<file path="config.mk">
export PLATFORM = sky130hd
export DESIGN_NAME = pipeline_hazard_ctrl
export DESIGN_NICKNAME = d
export VERILOG_FILES = /design/src/rtl/pipeline_hazard_ctrl_pkg.sv /design/src/rtl/pipeline_hazard_ctrl_perf_counter.sv /design/src/rtl/pipeline_hazard_ctrl.sv
export SDC_FILE = /design/constraint.sdc
export NUM_CORES = 1
export LEC_CHECK = 0
export CORE_MARGIN = 2
export CORE_UTILIZATION = 31
export DETAILED_ROUTE_END_ITERATION = 8
export PLACE_DENSITY = 0.79
export SETUP_SLACK_MARGIN = 0.05
export SYNTH_ARGS = -nofsm -noshare
export SYNTH_HDL_FRONTEND = slang
export SYNTH_SLANG_ARGS = --single-unit
</file>
<file path="constraint.sdc">
create_clock -name clk_i -period 2.04 [get_ports clk_i]
set_input_delay 0.612 -clock clk_i [delete_from_list [all_inputs] [get_ports clk_i]]
set_output_delay 0.612 -clock clk_i [all_outputs]
set_load 0.005 [all_outputs]
</file>
<file path="src/rtl/pipeline_hazard_ctrl_pkg.sv">
// +--------------------------------------------------------------------------+
// | Module   : pipeline_hazard_ctrl_pkg                                      |
// | Purpose  : Shared types and constants for the pipeline hazard controller |
// |            (FSM state encoding, memory direction encoding, control word).|
// | Revision : 1.0 - initial release                                         |
// +--------------------------------------------------------------------------+
`default_nettype none

package pipeline_hazard_ctrl_pkg;

  // Controller FSM state encoding
  localparam logic [0:0] ST_RUN      = 1'b0;
  localparam logic [0:0] ST_MEM_WAIT = 1'b1;

  // Encoding of ex_mem_rw
  localparam logic MEM_LOAD  = 1'b0;
  localparam logic MEM_STORE = 1'b1;

  // Control word driven onto the pipeline register pins
  typedef struct packed {
    logic pc_en;
    logic if_id_en;
    logic if_id_fl;
    logic id_ex_en;
    logic id_ex_fl;
    logic ex_mem_en;
    logic mem_wb_fl;
  } pipe_ctrl_t;

  // Reset: nothing captures, every flush asserted
  localparam pipe_ctrl_t CTRL_RESET  = '{pc_en: 1'b0, if_id_en: 1'b0, if_id_fl: 1'b1,
                                        id_ex_en: 1'b0, id_ex_fl: 1'b1, ex_mem_en: 1'b0,
                                        mem_wb_fl: 1'b1};
  // Memory freeze: whole pipe holds, a bubble drains into WB
  localparam pipe_ctrl_t CTRL_FREEZE = '{pc_en: 1'b0, if_id_en: 1'b0, if_id_fl: 1'b0,
                                        id_ex_en: 1'b0, id_ex_fl: 1'b0, ex_mem_en: 1'b0,
                                        mem_wb_fl: 1'b1};
  // Taken branch: kill the two younger instructions, keep moving
  localparam pipe_ctrl_t CTRL_FLUSH  = '{pc_en: 1'b1, if_id_en: 1'b1, if_id_fl: 1'b1,
                                        id_ex_en: 1'b1, id_ex_fl: 1'b1, ex_mem_en: 1'b1,
                                        mem_wb_fl: 1'b0};
  // Load-use: hold PC and IF/ID, insert one bubble into ID/EX
  localparam pipe_ctrl_t CTRL_BUBBLE = '{pc_en: 1'b0, if_id_en: 1'b0, if_id_fl: 1'b0,
                                        id_ex_en: 1'b1, id_ex_fl: 1'b1, ex_mem_en: 1'b1,
                                        mem_wb_fl: 1'b0};
  // Quiet: everything advances
  localparam pipe_ctrl_t CTRL_QUIET  = '{pc_en: 1'b1, if_id_en: 1'b1, if_id_fl: 1'b0,
                                        id_ex_en: 1'b1, id_ex_fl: 1'b0, ex_mem_en: 1'b1,
                                        mem_wb_fl: 1'b0};

  // True when the EX instruction is a register-writing load
  function automatic logic ex_is_load(input logic mem_enable, input logic mem_rw,
                                      input logic reg_write);
    return mem_enable & (mem_rw == MEM_LOAD) & reg_write;
  endfunction

endpackage

`default_nettype wire

</file>
<file path="src/rtl/pipeline_hazard_ctrl_perf_counter.sv">
// +--------------------------------------------------------------------------+
// | Module   : pipe_perf_counter                                             |
// | Purpose  : Saturating event counter; clears on reset, sticks at all-ones.|
// |            Only built when PIPE_PERF_CNT_EN is defined.                  |
// | Revision : 1.0 - initial release                                         |
// +--------------------------------------------------------------------------+
`default_nettype none

`ifdef PIPE_PERF_CNT_EN
module pipe_perf_counter #(
  parameter int WIDTH = 16
) (
  input  logic             clk_i,
  input  logic             rst_ni,
  input  logic             inc_i,
  output logic [WIDTH-1:0] count_o
);

  logic [WIDTH-1:0] count_q;
  logic [WIDTH-1:0] count_d;

  // Increment on event unless already saturated
  always_comb begin
    count_d = count_q;
    if (inc_i && (count_q != '1)) begin
      count_d = count_q + 1'b1;
    end
  end

  // Counter register
  always_ff @(posedge clk_i or negedge rst_ni) begin
    if (!rst_ni) begin
      count_q <= '0;
    end else begin
      count_q <= count_d;
    end
  end

  assign count_o = count_q;

endmodule
`endif

`default_nettype wire

</file>
<file path="src/rtl/pipeline_hazard_ctrl.sv">
// +--------------------------------------------------------------------------+
// | Module   : pipeline_hazard_ctrl                                          |
// | Purpose  : Stall / flush / bubble sequencing of IF/ID, ID/EX, EX/MEM,    |
// |            MEM/WB and the PC. Handles load-use hazards, taken branches   |
// |            and data-memory wait with a sticky timeout.                   |
// |            Optional macro PIPE_PERF_CNT_EN adds performance counters.    |
// | Revision : 1.0 - initial release                                         |
// +--------------------------------------------------------------------------+
`default_nettype none

module pipeline_hazard_ctrl
  import pipeline_hazard_ctrl_pkg::*;
#(
  parameter int REG_ADDR_W = 4,
  parameter int WAIT_MAX   = 15,
  parameter int WAIT_W     = 4
`ifdef PIPE_PERF_CNT_EN
  ,
  parameter int PERF_W     = 16
`endif
) (
  input  logic                  clk_i,
  input  logic                  reset_ni,
  input  logic [REG_ADDR_W-1:0] id_rn_i,
  input  logic [REG_ADDR_W-1:0] id_rm_i,
  input  logic                  id_use_rn_i,
  input  logic                  id_use_rm_i,
  input  logic [REG_ADDR_W-1:0] ex_rd_i,
  input  logic                  ex_mem_enable_i,
  input  logic                  ex_mem_rw_i,
  input  logic                  ex_reg_write_i,
  input  logic                  ex_branch_taken_i,
  input  logic                  mem_access_i,
  input  logic                  mem_ready_i,
  output logic                  pc_enable_o,
  output logic                  if_id_enable_o,
  output logic                  if_id_flush_o,
  output logic                  id_ex_enable_o,
  output logic                  id_ex_flush_o,
  output logic                  ex_mem_enable_o,
  output logic                  mem_wb_flush_o,
  output logic                  mem_timeout_o
`ifdef PIPE_PERF_CNT_EN
  ,
  output logic [PERF_W-1:0]     stall_cycles_o,
  output logic [PERF_W-1:0]     flush_events_o,
  output logic [PERF_W-1:0]     load_use_events_o
`endif
);

  localparam logic [WAIT_W-1:0] WAIT_LAST = WAIT_W'(WAIT_MAX);
  localparam logic [WAIT_W-1:0] WAIT_PRE  = WAIT_W'(WAIT_MAX - 1);

  logic [0:0]        state_q, state_d;
  logic [WAIT_W-1:0] wait_cnt_q, wait_cnt_d;
  logic              timeout_q, timeout_d;

  logic       rn_hit, rm_hit, load_use;
  logic       wait_done, rel_now, hold;
  logic       branch_flush, lu_stall;
  pipe_ctrl_t ctrl;

  assign rn_hit   = id_use_rn_i & (id_rn_i == ex_rd_i);
  assign rm_hit   = id_use_rm_i & (id_rm_i == ex_rd_i);
  assign load_use = ex_is_load(ex_mem_enable_i, ex_mem_rw_i, ex_reg_write_i) & (rn_hit | rm_hit);

  // The wait ends either on mem_ready or once the counter has reached the limit
  assign wait_done = (wait_cnt_q == WAIT_LAST);
  assign rel_now   = (state_q == ST_MEM_WAIT) & (mem_ready_i | wait_done);
  assign hold      = (state_q == ST_RUN) ? (mem_access_i & ~mem_ready_i) : ~rel_now;

  // The release cycle of a memory wait is treated as an ordinary running cycle:
  // a branch held in EX during the freeze flushes now, and a pending load-use
  // pair still receives its bubble.
  assign branch_flush = ~hold & ex_branch_taken_i;
  assign lu_stall     = ~hold & ~ex_branch_taken_i & load_use;

  // Pipeline control word: reset > memory freeze > branch flush > load-use bubble
  always_comb begin
    ctrl = CTRL_QUIET;
    if (!reset_ni) begin
      ctrl = CTRL_RESET;
    end else if (hold) begin
      ctrl = CTRL_FREEZE;
    end else if (branch_flush) begin
      ctrl = CTRL_FLUSH;
    end else if (lu_stall) begin
      ctrl = CTRL_BUBBLE;
    end
  end

  assign pc_enable_o     = ctrl.pc_en;
  assign if_id_enable_o  = ctrl.if_id_en;
  assign if_id_flush_o   = ctrl.if_id_fl;
  assign id_ex_enable_o  = ctrl.id_ex_en;
  assign id_ex_flush_o   = ctrl.id_ex_fl;
  assign ex_mem_enable_o = ctrl.ex_mem_en;
  assign mem_wb_flush_o  = ctrl.mem_wb_fl;
  assign mem_timeout_o   = timeout_q;

  // FSM next state, wait counter and sticky timeout. The timeout flag is set
  // at the end of the WAIT_MAX-th unanswered wait cycle so that it is already
  // visible in the cycle the stall is forcibly released.
  always_comb begin
    state_d    = state_q;
    wait_cnt_d = wait_cnt_q;
    timeout_d  = timeout_q;
    case (state_q)
      ST_RUN: begin
        if (mem_access_i && !mem_ready_i) begin
          state_d    = ST_MEM_WAIT;
          wait_cnt_d = '0;
        end
      end
      ST_MEM_WAIT: begin
        if (rel_now) begin
          state_d    = ST_RUN;
          wait_cnt_d = '0;
        end else begin
          wait_cnt_d = wait_cnt_q + 1'b1;
          if (wait_cnt_q == WAIT_PRE) begin
            timeout_d = 1'b1;
          end
        end
      end
      default: begin
        state_d    = ST_RUN;
        wait_cnt_d = '0;
      end
    endcase
  end

  // State registers; reset abandons any wait immediately
  always_ff @(posedge clk_i or negedge reset_ni) begin
    if (!reset_ni) begin
      state_q    <= ST_RUN;
      wait_cnt_q <= '0;
      timeout_q  <= 1'b0;
    end else begin
      state_q    <= state_d;
      wait_cnt_q <= wait_cnt_d;
      timeout_q  <= timeout_d;
    end
  end

`ifdef PIPE_PERF_CNT_EN
  pipe_perf_counter #(
    .WIDTH (PERF_W)
  ) u_stall_cnt (
    .clk_i   (clk_i),
    .rst_ni  (reset_ni),
    .inc_i   (~ctrl.pc_en),
    .count_o (stall_cycles_o)
  );

  pipe_perf_counter #(
    .WIDTH (PERF_W)
  ) u_flush_cnt (
    .clk_i   (clk_i),
    .rst_ni  (reset_ni),
    .inc_i   (branch_flush),
    .count_o (flush_events_o)
  );

  pipe_perf_counter #(
    .WIDTH (PERF_W)
  ) u_load_use_cnt (
    .clk_i   (clk_i),
    .rst_ni  (reset_ni),
    .inc_i   (lu_stall),
    .count_o (load_use_events_o)
  );
`endif

endmodule

`default_nettype wire
</file>
==> flow_metrics.env <==
export IMPL_wire_per_inst_um=11.7
export IMPL_die_x_um=42.6
export IMPL_netlist_instances=54
export IMPL_drv_slew=0
export IMPL_post_route_util=0.647
export IMPL_finalHoldViolations=0
export IMPL_cp_top_family="simple AND/OR/NAND/NOR gates"
export IMPL_synth_nets=78
export IMPL_antennaDiodeCount=0
export IMPL_synth_most_common_cell="xnor2_1"
export IMPL_rsz0062_at_grt="yes"
export IMPL_whs_path_depth=1
export IMPL_synth_common_cells="xnor2_1 (9), dfrtp_1 (6), inv_1 (6)"
export IMPL_synth_top_cell_by_area="dfrtp_1"
export IMPL_portBuffers=29
export IMPL_fin_area_sq_um=873
export IMPL_initial_core_util=0.343
export IMPL_r2r_cells=7
export IMPL_path_max_fanout=3
export IMPL_grt_ovfl_total=0
export IMPL_regToRegStartpoint="wait_cnt_q[0]"
export IMPL_globalplace_congestion=0.875
export IMPL_final_cells=113
export IMPL_post_route_period_util=1.14
export IMPL_worstPathArrival_ns=1.71
export IMPL_synthFlopType="dfrtp_1"
export IMPL_grt_pass1_wl_mm=2.24
export IMPL_hold_path_class="flop to flop"
export IMPL_synth_top_cell_area_share=0.324
export IMPL_ioPinCount=30
export IMPL_grt_pass1_vias=530
export IMPL_syn_area_per_cell_sq_um=8.57
export IMPL_finalSetupViolations=7
export IMPL_cts_inserted_buffers=3
export IMPL_drc=0
export IMPL_path_depth=7
export IMPL_hold_start="mem_timeout_o"
export IMPL_cts_htree_levels=1
export IMPL_fp_coreArea_sq_um=1350
export IMPL_first_iter_violations=11
export IMPL_grt_util_all_layers=0.165
export IMPL_tightest_slew_ns=0.245
export IMPL_ys_seq_area_frac=0.324
export IMPL_dieArea_sq_um=1820
export IMPL_cp_start_kind="flop"
export IMPL_fin_nets=124
export IMPL_failed_checks="negative setup slack"
export IMPL_firstDrtPassIters=4
export IMPL_placed_cell_area_sq_um=837
export IMPL_area_delta_synth_final_pct=88.6
export IMPL_grt_antenna_before_repair=0
export IMPL_regArea_sq_um=150
export IMPL_cts_clk_slew_worst_paths_ns=0.05
export IMPL_synth_edf_count=0
export IMPL_synth_area_leaders="dfrtp_1 (32%), xnor2_1 (17%), ha_1 (5.4%)"
export IMPL_core_rowCount=13
export IMPL_p_total_w=0.000433
export IMPL_clk_path_buf_depth=2
export IMPL_async_flop_share=1.00
export IMPL_dp_cells=106
export IMPL_grt_max_degree=7
export IMPL_final_setup_tns_ns=-1.65
export IMPL_clk_latency_ns=0.25
export IMPL_fillers=128
export IMPL_ant_nets=0
export IMPL_irDropWorstVdd_v=0.000259
export IMPL_crit_buf_inv=2
export IMPL_fmax_ghz=0.430
export IMPL_maxCapViolCount=0
export IMPL_endpoint_kind="primary output"
export IMPL_powerDensity_nw_per_um2=496
export IMPL_yosys_register_bits=6
export IMPL_critPathLaunch="wait_cnt_q[0]"
export IMPL_die_height_um=42.6
export IMPL_via_count=521
export IMPL_cts_root_buffer_cell="clkbuf_4"
export IMPL_setup_ws_ns=-0.285
export IMPL_drive_gt1_frac=0.337
export IMPL_path_class="flop to primary output"
export IMPL_yosys_warnings=0
export IMPL_status="complete, but fails checks"
export IMPL_min_period_ns=2.33
export IMPL_syn_area_sq_um=463
export IMPL_cp_slowest_cell="dfrtp_1"
export IMPL_max_stage_delay_ns=0.39
export IMPL_vias_per_cell=4.61
export IMPL_yosysUniqueCellTypes=22
export IMPL_tritoncts="yes"
export IMPL_leakage_nw=0.428
export IMPL_multiInputGateArea_sq_um=298
export IMPL_slew_headroom=0.835
export IMPL_clock_skew_ns=0.0107
export IMPL_path_cells="ha_2 -> and4_1 -> or3_4 -> inv_2 -> o21ai_2 -> a21o_1 -> buf_2"
export IMPL_worstPathRequired_ns=1.43
export IMPL_wirelength_mm=1.33
export IMPL_cts_sinks=6
export IMPL_hpwlAfterDp_mm=1.05
-- registers in the layout, indices dropped and copies added, names as in the netlist --
name	flops
mem_timeout_o	1
state_q	1
wait_cnt_q	4
-- worst paths after layout --
path | to | slack, ns
min in group asynchronous | wait_cnt_q[1] | 0.74
max | id_ex_flush_o | -0.29
min | mem_timeout_o | 0.48
max in group asynchronous | wait_cnt_q[3] | 1.17
min reg2reg | mem_timeout_o | 0.48
max reg2reg | wait_cnt_q[1] | 0.44
-- what timing repair did --
action | 4_1_cts | 5_1_grt
setup buffers | 2 | 2
endpoints found under the setup margin | 7 | 7
hold buffers | 0 | 0
gates cloned | 0 | 0
gates resized for setup | 46 | 8
pin swaps | 17 | 8
-- area by class of cell --
| type | count | area share |
|---|---|---|
| Multi-Input combinational cell | 39 | 0.341 |
| Clock buffer | 3 | 0.0258 |
| Tap cell | 15 | 0.0215 |
| Inverter | 7 | 0.0301 |
| Sequential cell | 6 | 0.172 |
| Timing Repair Buffer | 43 | 0.410 |
-- kinds of logic (layout without fill, tap and decap cells) --
family          count (synthesis)  count (layout)  synth area share
simple gates                   15              15             0.187
compound gates                 13              13             0.176
xor+xnor                        9               9             0.170
buf+inv                         9              53            0.0892
flops                           6               6             0.324
fa+ha+maj                       2               2            0.0540
-- power breakdown --
| group | internal, W | switching, W |
|---|---|---|
| Combinational | 0.000106 | 0.0000725 |
| Sequential | 0.000133 | 0.00000909 |
| Clock | 0.0000667 | 0.0000451 |
| Total | 0.000306 | 0.000127 |
-- stage by stage --
stage	hold slack [ns]	setup WS (ns)
after floorplan	0.316	-0.00329
after global placement	0.468	-0.849
after detailed placement	0.469	-0.896
after CTS	0.478	-0.285
after global routing	0.497	-0.373
final	0.475	-0.285
-- layer usage --
metal	GRT usage	vias to the layer above	part of all wire
met5	0	-	0
li1	-	273	-
met4	0.0688	0	0.0090
met1	0.198	228	0.44
met2	0.285	18	0.50
met3	0.0302	2	0.049
-- cells in the final DEF (no fill, tap or decap), types with 2 or more instances in the layout --
cell | netlist | routed
clkdlybuf4s50_1 | 0 | 4
o21ai_0 | 4 | 4
xnor2_1 | 9 | 9
buf_4 | 2 | 14
clkdlybuf4s15_1 | 0 | 6
buf_2 | 0 | 3
inv_1 | 6 | 5
nor2_1 | 2 | 2
a21oi_1 | 3 | 3
dlygate4sd2_1 | 0 | 12
inv_2 | 1 | 2
clkbuf_2 | 0 | 2
clkbuf_4 | 0 | 3
dfrtp_1 | 6 | 6
nand2_1 | 5 | 4
nand4_1 | 2 | 2
(Power assumes the default switching activity.)
